<file path="src/rtl/fetch_decode_stage_if.sv">
// Instruction-memory request/response bus between the fetch stage and imem.
interface fetch_decode_stage_if;
  logic        imem_req;
  logic [31:0] imem_addr;
  logic [31:0] imem_rdata;
  logic        imem_valid;

  modport master (
    output imem_req,
    output imem_addr,
    input  imem_rdata,
    input  imem_valid
  );

  modport slave (
    input  imem_req,
    input  imem_addr,
    output imem_rdata,
    output imem_valid
  );
endinterface

</file>
<file path="src/rtl/fetch_decode_stage.sv">
// Instruction fetch with one outstanding imem request, a one-entry skid buffer
// for decode stalls, redirect flush/kill, and the IF/ID pipeline register.
module fetch_decode_stage #(
  parameter logic [31:0] RESET_PC  = 32'h0000_0000,
  parameter logic [31:0] NOP_INSTR = 32'h0000_0013
) (
  input  logic                        clk,
  input  logic                        rst,
  fetch_decode_stage_if.master        imem,
  input  logic                        pc_src_e,
  input  logic [31:0]                 pc_target_e,
  input  logic                        stall_d,
  output logic                        valid_d,
  output logic [31:0]                 instr_d,
  output logic [31:0]                 pc_d,
  output logic [31:0]                 pc_plus4_d,
  output logic [6:0]                  Op_d,
  output logic [2:0]                  funct3_d,
  output logic [6:0]                  funct7_d,
  output logic [4:0]                  rs1_d,
  output logic [4:0]                  rs2_d,
  output logic [4:0]                  rd_d
);

  typedef enum logic [1:0] {StIssue, StWait, StFull} state_e;

  state_e      state_q, state_d;
  logic [31:0] pc_f_q, pc_f_d;
  logic        kill_q, kill_d;
  logic        ifid_valid_q, ifid_valid_d;
  logic [31:0] ifid_instr_q, ifid_instr_d;
  logic [31:0] ifid_pc_q, ifid_pc_d;
  logic [31:0] ifid_pc4_q, ifid_pc4_d;
  logic [31:0] skid_instr_q, skid_instr_d;

  logic        load;
  logic [31:0] load_instr;
  logic        ifid_accept;
  logic [31:0] pc_f_plus4;

  // Redirect targets are word-aligned; the low bits are deliberately ignored.
  logic unused_tgt_lsb;
  assign unused_tgt_lsb = ^pc_target_e[1:0];

  assign ifid_accept = !stall_d || !ifid_valid_q;
  assign pc_f_plus4  = pc_f_q + 32'd4;

  assign imem.imem_req  = (state_q == StIssue);
  assign imem.imem_addr = pc_f_q;

  assign valid_d    = ifid_valid_q;
  assign instr_d    = ifid_instr_q;
  assign pc_d       = ifid_pc_q;
  assign pc_plus4_d = ifid_pc4_q;
  assign Op_d       = ifid_instr_q[6:0];
  assign rd_d       = ifid_instr_q[11:7];
  assign funct3_d   = ifid_instr_q[14:12];
  assign rs1_d      = ifid_instr_q[19:15];
  assign rs2_d      = ifid_instr_q[24:20];
  assign funct7_d   = ifid_instr_q[31:25];

  // Next-state: fetch FSM, IF/ID load/bubble/hold, then redirect override.
  always_comb begin
    state_d      = state_q;
    pc_f_d       = pc_f_q;
    kill_d       = kill_q;
    ifid_valid_d = ifid_valid_q;
    ifid_instr_d = ifid_instr_q;
    ifid_pc_d    = ifid_pc_q;
    ifid_pc4_d   = ifid_pc4_q;
    skid_instr_d = skid_instr_q;
    load         = 1'b0;
    load_instr   = NOP_INSTR;

    case (state_q)
      StIssue: state_d = StWait;
      StWait: begin
        if (imem.imem_valid) begin
          if (kill_q) begin
            kill_d  = 1'b0;
            state_d = StIssue;
          end else if (ifid_accept) begin
            load       = 1'b1;
            load_instr = imem.imem_rdata;
            pc_f_d     = pc_f_plus4;
            state_d    = StIssue;
          end else begin
            // IF/ID is stalled with a live instruction: park the response.
            skid_instr_d = imem.imem_rdata;
            state_d      = StFull;
          end
        end
      end
      StFull: begin
        if (!stall_d) begin
          load       = 1'b1;
          load_instr = skid_instr_q;
          pc_f_d     = pc_f_plus4;
          state_d    = StIssue;
        end
      end
      default: state_d = StIssue;
    endcase

    // pc_f still holds the PC of the loaded instruction in both load paths.
    if (load) begin
      ifid_valid_d = 1'b1;
      ifid_instr_d = load_instr;
      ifid_pc_d    = pc_f_q;
      ifid_pc4_d   = pc_f_plus4;
    end else if (!stall_d) begin
      ifid_valid_d = 1'b0;
      ifid_instr_d = NOP_INSTR;
    end

    if (pc_src_e) begin
      pc_f_d       = {pc_target_e[31:2], 2'b00};
      ifid_valid_d = 1'b0;
      ifid_instr_d = NOP_INSTR;
      case (state_q)
        // The request still leaves this cycle; its response must be dropped.
        StIssue: begin
          kill_d  = 1'b1;
          state_d = StWait;
        end
        StWait: begin
          if (imem.imem_valid) begin
            kill_d  = 1'b0;
            state_d = StIssue;
          end else begin
            kill_d  = 1'b1;
            state_d = StWait;
          end
        end
        default: begin
          kill_d  = 1'b0;
          state_d = StIssue;
        end
      endcase
    end
  end

  // State and pipeline registers, asynchronously reset.
  always_ff @(posedge clk or negedge rst) begin
    if (!rst) begin
      state_q      <= StIssue;
      pc_f_q       <= RESET_PC;
      kill_q       <= 1'b0;
      ifid_valid_q <= 1'b0;
      ifid_instr_q <= NOP_INSTR;
      ifid_pc_q    <= 32'h0000_0000;
      ifid_pc4_q   <= 32'h0000_0004;
      skid_instr_q <= NOP_INSTR;
    end else begin
      state_q      <= state_d;
      pc_f_q       <= pc_f_d;
      kill_q       <= kill_d;
      ifid_valid_q <= ifid_valid_d;
      ifid_instr_q <= ifid_instr_d;
      ifid_pc_q    <= ifid_pc_d;
      ifid_pc4_q   <= ifid_pc4_d;
      skid_instr_q <= skid_instr_d;
    end
  end

endmodule

</file>
<file path="src/flat_wrapper.sv">
// flat-port wrapper written by rule: the top's interface ports become plain ports
module fetch_decode_stage_flat 
#(
  parameter logic [31:0] RESET_PC  = 32'h0000_0000,
  parameter logic [31:0] NOP_INSTR = 32'h0000_0013
)
  (clk, rst, pc_src_e, pc_target_e, stall_d, valid_d, instr_d, pc_d, pc_plus4_d, Op_d, funct3_d, funct7_d, rs1_d, rs2_d, rd_d, imem_imem_req, imem_imem_addr, imem_imem_rdata, imem_imem_valid);
  fetch_decode_stage_if imem_i ();
  input  logic clk;
  input  logic rst;
  input  logic pc_src_e;
  input  logic [31:0] pc_target_e;
  input  logic stall_d;
  output logic valid_d;
  output logic [31:0] instr_d;
  output logic [31:0] pc_d;
  output logic [31:0] pc_plus4_d;
  output logic [6:0] Op_d;
  output logic [2:0] funct3_d;
  output logic [6:0] funct7_d;
  output logic [4:0] rs1_d;
  output logic [4:0] rs2_d;
  output logic [4:0] rd_d;
  output wire logic [$bits(imem_i.imem_req)-1:0] imem_imem_req;
  output wire logic [$bits(imem_i.imem_addr)-1:0] imem_imem_addr;
  input wire logic [$bits(imem_i.imem_rdata)-1:0] imem_imem_rdata;
  input wire logic [$bits(imem_i.imem_valid)-1:0] imem_imem_valid;
  assign imem_imem_req = imem_i.imem_req;
  assign imem_imem_addr = imem_i.imem_addr;
  assign imem_i.imem_rdata = imem_imem_rdata;
  assign imem_i.imem_valid = imem_imem_valid;
  fetch_decode_stage #(.RESET_PC(RESET_PC), .NOP_INSTR(NOP_INSTR)) u_core (.clk(clk), .rst(rst), .imem(imem_i), .pc_src_e(pc_src_e), .pc_target_e(pc_target_e), .stall_d(stall_d), .valid_d(valid_d), .instr_d(instr_d), .pc_d(pc_d), .pc_plus4_d(pc_plus4_d), .Op_d(Op_d), .funct3_d(funct3_d), .funct7_d(funct7_d), .rs1_d(rs1_d), .rs2_d(rs2_d), .rd_d(rd_d));
endmodule
</file>
<file path="config.mk">
export PLATFORM = sky130hd
export DESIGN_NAME = fetch_decode_stage_flat
export DESIGN_NICKNAME = d
export VERILOG_FILES = /design/src/rtl/fetch_decode_stage_if.sv /design/src/rtl/fetch_decode_stage.sv /design/src/flat_wrapper.sv
export SDC_FILE = /design/constraint.sdc
export NUM_CORES = 1
export LEC_CHECK = 0
export ABC_AREA = 1
export CORE_MARGIN = 5
export CORE_UTILIZATION = 28
export DETAILED_ROUTE_END_ITERATION = 8
export PLACE_DENSITY = 0.56
export SYNTH_ARGS = -nofsm -noshare
export SYNTH_HDL_FRONTEND = slang
export SYNTH_SLANG_ARGS = --single-unit
export TNS_END_PERCENT = 100
</file>
<file path="constraint.sdc">
create_clock -name clk -period 1.4 [get_ports clk]
set_input_delay 0.28 -clock clk [delete_from_list [all_inputs] [get_ports clk]]
set_output_delay 0.28 -clock clk [all_outputs]
set_load 0.02 [all_outputs]
</file>
==> run_results.csv, run 1 <==
group,metric,value,unit
floorplanning,ioPinCount,231,
sta,fin_crit_sh,114.6,%
place,port_buffers,222,
setup_path,crit_fanout,22,
detailed_routing,vias_per_cell,4.615,
layout,final_cell_mix,"nand2_1 (261), dfrtp_1 (135), nand3_1 (108)",
setup_path,path_buf_inv,3,
detailed_routing,wl_per_cell,17.65,µm
setup_path,cp_common_cell,"nand2_2",
grt,antenna_found_initial,5,
clock_tree,numCtsBuffers,17,
sta,fin_ws,-0.2050,ns
synth,seq_area_frac_synth,47.92,%
setup_path,critical_path.slowest_cell,"dfrtp_1",
setup_path,start_kind,"flip-flop",
status,failed_checks,"negative setup slack",
synth,synth_cells,1034,
sta,maxSlewViolCount,0,
sta,fmax,623.0,MHz
layout,diodes,0,
clock_tree,cts_tree,"done",
setup_path,max_stage_delay,0.39,ns
setup_path,critPathRequiredTime,1.74,ns
detailed_routing,post-route-drc-count,0,
floorplanning,core_area,29400,µm²
setup_path,r2r_setup_slack,-0.21,ns
layout,nets,1417,
setup_path,crit_chain,"buf_4 -> ha_4 -> nand2_2 -> o21ai_2 -> nand2_2 -> nand2_4 -> buf_12 -> inv_12 -> o21ai_0 -> o22ai_1",
setup_path,critPathKind,"flip-flop to flip-flop",
min_path,hold_class,"input port to asynchronous set/reset pin",
floorplanning,dieHeight,181.9,µm
detailed_routing,wirelength,30830,µm
layout,design_area,13140,µm²
grt,grt_max_degree,40,
sta,setup_viol,169,
detailed_routing,firstDrtPassIters,5,
place,dp_cells,1662,
floorplanning,die_area,33070,µm²
power,irDropWorstVdd,0.9121,mV
synth,synthesis.area,8269,µm²
clock_tree,clk_latency,0.44,ns
run,maxCapViolations,0,
detailed_routing,ant_nets,0,
grt,grt_pass1_vias,7952,
detailed_routing,vias,8063,
floorplanning,rows,63,
sta,fin_worst_skew,0.01521,ns
layout,post-route-util,44.69,%
synth,syn_area_per_cell,7.997,µm²
clock_tree,cts-root-buf,"clkbuf_16",
grt,grt_usage,17.14,%
synth,ys.warnings.count,0,
setup_path,timing.critical_path.to_type,"flip-flop",
clock_tree,cts_max_level,4,
place,post-place-ws,-0.5539,ns
sta,rsz0062_at_grt,"true",
clock_tree,clockBufferDepth,2,
floorplanning,start_util,28.12,%
grt,grt_pass1_wl,45170,µm
layout,finalNonFillerCells,1747,
clock_tree,clkTransAtPathRegs,0.08,ns
place,hpwl,20070,µm
layout,layout_commonest_cell,"nand2_1",
setup_path,arrival,1.94,ns
place,gp_congestion,0.8222,
sta,finalHoldViolCount,0,
status,outcome,"finished, violations left",
layout,fillCellCount,2869,
grt,grt.overflow.total,0,
place,placed_area,11350,µm²
floorplanning,die_width,181.9,µm
clock_tree,cts.sink_count,158,
power,p_leak,6.281,nW
sta,period_minus_slack,1.605,ns
power,power_density,1998,nW/µm²
synth,ys_ff_latch,158,
layout,area_growth,58.90,%
synth,synth_cell_types,39,
detailed_routing,drt_iter0_drc,553,
setup_path,path_delay_family,"buffers and inverters",
layout,layout-drive-gt1-share,36.77,%
==> state kept, by name, indices dropped and copies added (netlist names) <==
signal,count
u_core.imem.imem_addr,30
u_core.instr_d,32
u_core.pc_plus4_d,30
u_core.pc_d,30
u_core.kill_q,1
u_core.valid_d,1
u_core.state_q,2
u_core.skid_instr_q,32
==> synthesized netlist by cell type, drive strengths merged <==
cell type / instances / area, µm²
o211ai: 4 / 30.03
nand2: 310 / 1204
clkbuf: 17 / 63.81
o22ai: 2 / 12.51
and2: 3 / 18.77
nor2: 111 / 464.2
dfrtp: 151 / 3779
a21oi: 5 / 28.78
xor2: 6 / 52.55
clkinv: 1 / 3.750
ha: 4 / 50.05
dfstp: 7 / 183.9
o21a: 1 / 7.510
o31ai: 1 / 7.510
o21ai: 120 / 705.7
nand3: 122 / 610.6
o21bai: 1 / 7.510
mux2: 3 / 41.29
nand4: 4 / 40.04
buf: 73 / 595.6
conb: 1 / 3.750
a31oi: 12 / 75.07
inv: 75 / 284.0
==> what timing repair did <==
| action | in CTS | in global routing |
|---|---|---|
| hold buffers | 1 | 0 |
| gates resized for setup | 644 | 99 |
| pin swaps | 14 | 17 |
| buffers inserted | 23 | 6 |
| endpoints found under the setup margin | 309 | 239 |
| gates cloned | 8 | 15 |
| hold endpoints to repair | 25 | 0 |
==> worst paths after layout <==
check	start	end	cells past startpoint
worst max register to register	u_core.state_q[1]	u_core.imem.imem_addr[5]	10
max in group asynchronous	rst	u_core.instr_d[16]	3
worst max-delay path	u_core.state_q[1]	u_core.imem.imem_addr[5]	10
min in group clk	imem_imem_rdata[7]	u_core.skid_instr_q[7]	3
worst min register to register	u_core.pc_d[18]	u_core.pc_d[18]	2
worst min-delay path	rst	u_core.pc_d[14]	2
==> cells by family (layout without fill, tap and decap cells) <==
group / after synthesis / in the layout / synth area share, %
other: 1 / 6 / 0.04535
DFF: 158 / 158 / 47.92
adders and majority gates: 4 / 4 / 0.6053
xor gates and xnor gates: 6 / 6 / 0.6355
AOI/OAI and AO/OA: 146 / 146 / 10.58
muxes: 3 / 3 / 0.4993
and+or+nand+nor: 550 / 550 / 28.26
buffers and inverters: 166 / 484 / 11.45
==> per-layer routing <==
layer / wire length (µm) / share of wire (%) / GRT usage, %
met2: 15110 / 49 / 28.73
met1: 13590 / 44 / 22.61
met5: 54 / 0.18 / 0
met3: 1748 / 5.7 / 4.287
met4: 327 / 1.1 / 3.392
==> report_power, final <==
group          total (W)  internal (W)  switching, W
sequential       0.00791       0.00641       0.00150
clock            0.00496       0.00276       0.00220
combinational     0.0134       0.00620       0.00718
==> area by class of cell <==
type	count	area (µm²)	area share, %
Sequential cell	158	3983	30.31
Timing Repair Buffer	376	3974	30.24
Multi-Input combinational cell	715	3781	28.78
Tap cell	390	488.0	3.714
Clock buffer	19	442.9	3.371
Inverter	76	305.3	2.323
Clock inverter	13	166.4	1.266
==> metrics by stage <==
step	hold WS (ns)	power, W	TNS (ns)
6_report	0.3527	0.02626	-22.65
5_1_grt	0.3724	0.02781	-35.98
4_1_cts	0.3652	0.02533	-18.60
3_5_place_dp	0.2386	0.01958	-57.31
3_3_place_gp	0.2414	0.01944	-52.68
2_1_floorplan	-0.01559	0.01397	-3.341
No activity file was read; power rests on OpenSTA's default activity.
==> run 2: changes to the inputs <==
CTS_BUF_LIST = sky130_fd_sc_hd__clkbuf_16   (was unset)
==> run_results.csv, run 2 (synthesis results as in run 1) <==
group,metric,value,unit
detailed_routing,post-route-drc-count,0,
grt,grt_usage,16.87,%
sta,maxSlewViolCount,0,
sta,setup_viol,169,
detailed_routing,firstDrtPassIters,5,
sta,fmax,615.3,MHz
setup_path,start_kind,"flip-flop",
status,outcome,"finished, violations left",
sta,rsz0062_at_grt,"true",
setup_path,rr_startpoint,"u_core.state_q[1]",
floorplanning,ioPinCount,231,
sta,period_minus_slack,1.625,ns
detailed_routing,wirelength,30440,µm
setup_path,crit_fanout,10,
setup_path,critPathKind,"flip-flop to flip-flop",
sta,fin_worst_skew,0.01520,ns
detailed_routing,wl_per_cell,17.42,µm
power,irDropWorstVdd,0.8648,mV
layout,fillCellCount,2858,
grt,grt_pass1_vias,7815,
clock_tree,cts_tree,"done",
detailed_routing,vias_per_cell,4.630,
setup_path,arrival,1.94,ns
floorplanning,die_width,181.9,µm
status,failed_checks,"negative setup slack",
grt,grt_pass1_wl,44470,µm
grt,grt.overflow.total,0,
clock_tree,cts-root-buf,"clkbuf_16",
min_path,hold_class,"input port to asynchronous set/reset pin",
clock_tree,clk_latency,0.43,ns
setup_path,timing.rr.end,"u_core.pc_plus4_d[8]",
clock_tree,cts_max_level,4,
setup_path,timing.critical_path.to_type,"flip-flop",
place,port_buffers,222,
run,maxCapViolations,0,
layout,layout_commonest_cell,"nand2_1",
floorplanning,die_area,33070,µm²
floorplanning,dieHeight,181.9,µm
detailed_routing,ant_nets,0,
sta,finalHoldViolCount,0,
layout,layout-drive-gt1-share,37.14,%
layout,nets,1417,
grt,antenna_found_initial,5,
detailed_routing,drt_iter0_drc,496,
clock_tree,clkTransAtPathRegs,0.07,ns
sta,tns,-26.07,ns
layout,diodes,0,
clock_tree,cts.sink_count,158,
setup_path,critPathRequiredTime,1.72,ns
layout,area_growth,59.78,%
place,gp_congestion,0.8222,
layout,seq_area,3983,µm²
layout,multi_input_area,3905,µm²
floorplanning,core_area,29400,µm²
grt,grt_max_degree,41,
clock_tree,numCtsBuffers,17,
detailed_routing,vias,8089,
clock_tree,clockBufferDepth,2,
power,total_power,0.02637,W
layout,final_cell_mix,"nand2_1 (263), dfrtp_1 (135), nand3_1 (116)",
power,p_leak,6.256,nW
power,power_density,1996,nW/µm²
place,hpwl,20070,µm
floorplanning,start_util,28.12,%
sta,fin_ws,-0.2253,ns
sta,fin_crit_sh,116.1,%
setup_path,r2r_setup_slack,-0.23,ns
setup_path,ff2ff_path_depth,9,
floorplanning,rows,63,
-- run 2: cell count changes in the layout (fill, tap and decap cells not counted), moves of 4 or more --
cell | before | now
buf_16 | 10 | 5
buf_2 | 52 | 48
o21ai_0 | 38 | 53
nor2_2 | 19 | 25
nand3_1 | 108 | 116
o21ai_1 | 42 | 35
nor2_4 | 11 | 24
nand2_2 | 40 | 35
nor2_1 | 81 | 62
o21ai_2 | 39 | 32
nand3_2 | 14 | 6
-- run 2: how the worst max path moves through the flow --
stage                       from                   endpoint  depth (start not counted)
4_1_cts        u_core.state_q[1]      u_core.pc_plus4_d[16]                          9
3_5_place_dp             stall_d  u_core.imem.imem_addr[10]                          8
5_1_grt        u_core.state_q[1]  u_core.imem.imem_addr[13]                         11
3_3_place_gp             stall_d  u_core.imem.imem_addr[10]                          8
2_1_floorplan  u_core.state_q[1]            u_core.pc_d[18]                          9
6_report       u_core.state_q[1]       u_core.pc_plus4_d[8]                          9
-- run 2: area by class of cell --
cell class                 count  area share (%)
clock buffer                  17           3.220
clock inverter                15           1.316
inverter                      76           2.367
multi-input combinational    717           29.55
sequential                   158           30.14
tap                          390           3.693
timing repair buffer         374           29.71
-- run 2: layer usage --
layer | vias up | share of wire [%] | global-route usage, % | wire length [µm]
met5 | - | 0.18 | 0 | 54
met4 | 10 | 1.0 | 3.002 | 316
met3 | 31 | 5.8 | 4.127 | 1772
met2 | 266 | 49 | 28.45 | 14930
met1 | 3869 | 44 | 22.30 | 13360
li1 | 3913 | - | - | -
-- run 2: repair_timing --
action | 4_1_cts | 5_1_grt
buffers inserted | 16 | 14
endpoints found under the hold margin | 25 | 0
cloned | 6 | 18
setup endpoints to repair | 309 | 240
gates resized for setup | 617 | 147
pin swaps | 10 | 45
hold buffers | 1 | 0
-- run 2: per-stage QoR --
stage                     instance area [µm²]  util (%)  setup slack [ns]  hold slack [ns]  std cells
after floorplan                          8381         -          -0.05206         -0.01559       1039
after global placement                  11350     38.61           -0.5313           0.2414       1662
after detailed placement                11350     38.61           -0.5539           0.2386       1662
after CTS                               12290     41.81           -0.1718           0.3661       1716
after global routing                    13210     44.94           -0.2924           0.3735       1747
final                                   13210     44.94           -0.2253           0.3667       1747
-- run 2: power breakdown --
group / internal (W) / leakage (nW) / switching [W]
registers: 0.00641 / 1.98 / 0.00152
clock network: 0.00270 / 0.299 / 0.00216
logic: 0.00625 / 3.97 / 0.00733
-- run 2: worst max-delay path, stage by stage (launching register included) --
cell	delay, ns
dfrtp_1	0.40
inv_2	0.11
ha_4	0.20
nand4_4	0.14
nand2_4	0.11
nand2_8	0.10
buf_12	0.16
clkbuf_16	0.17
nand2_1	0.06
o21ai_1	0.06
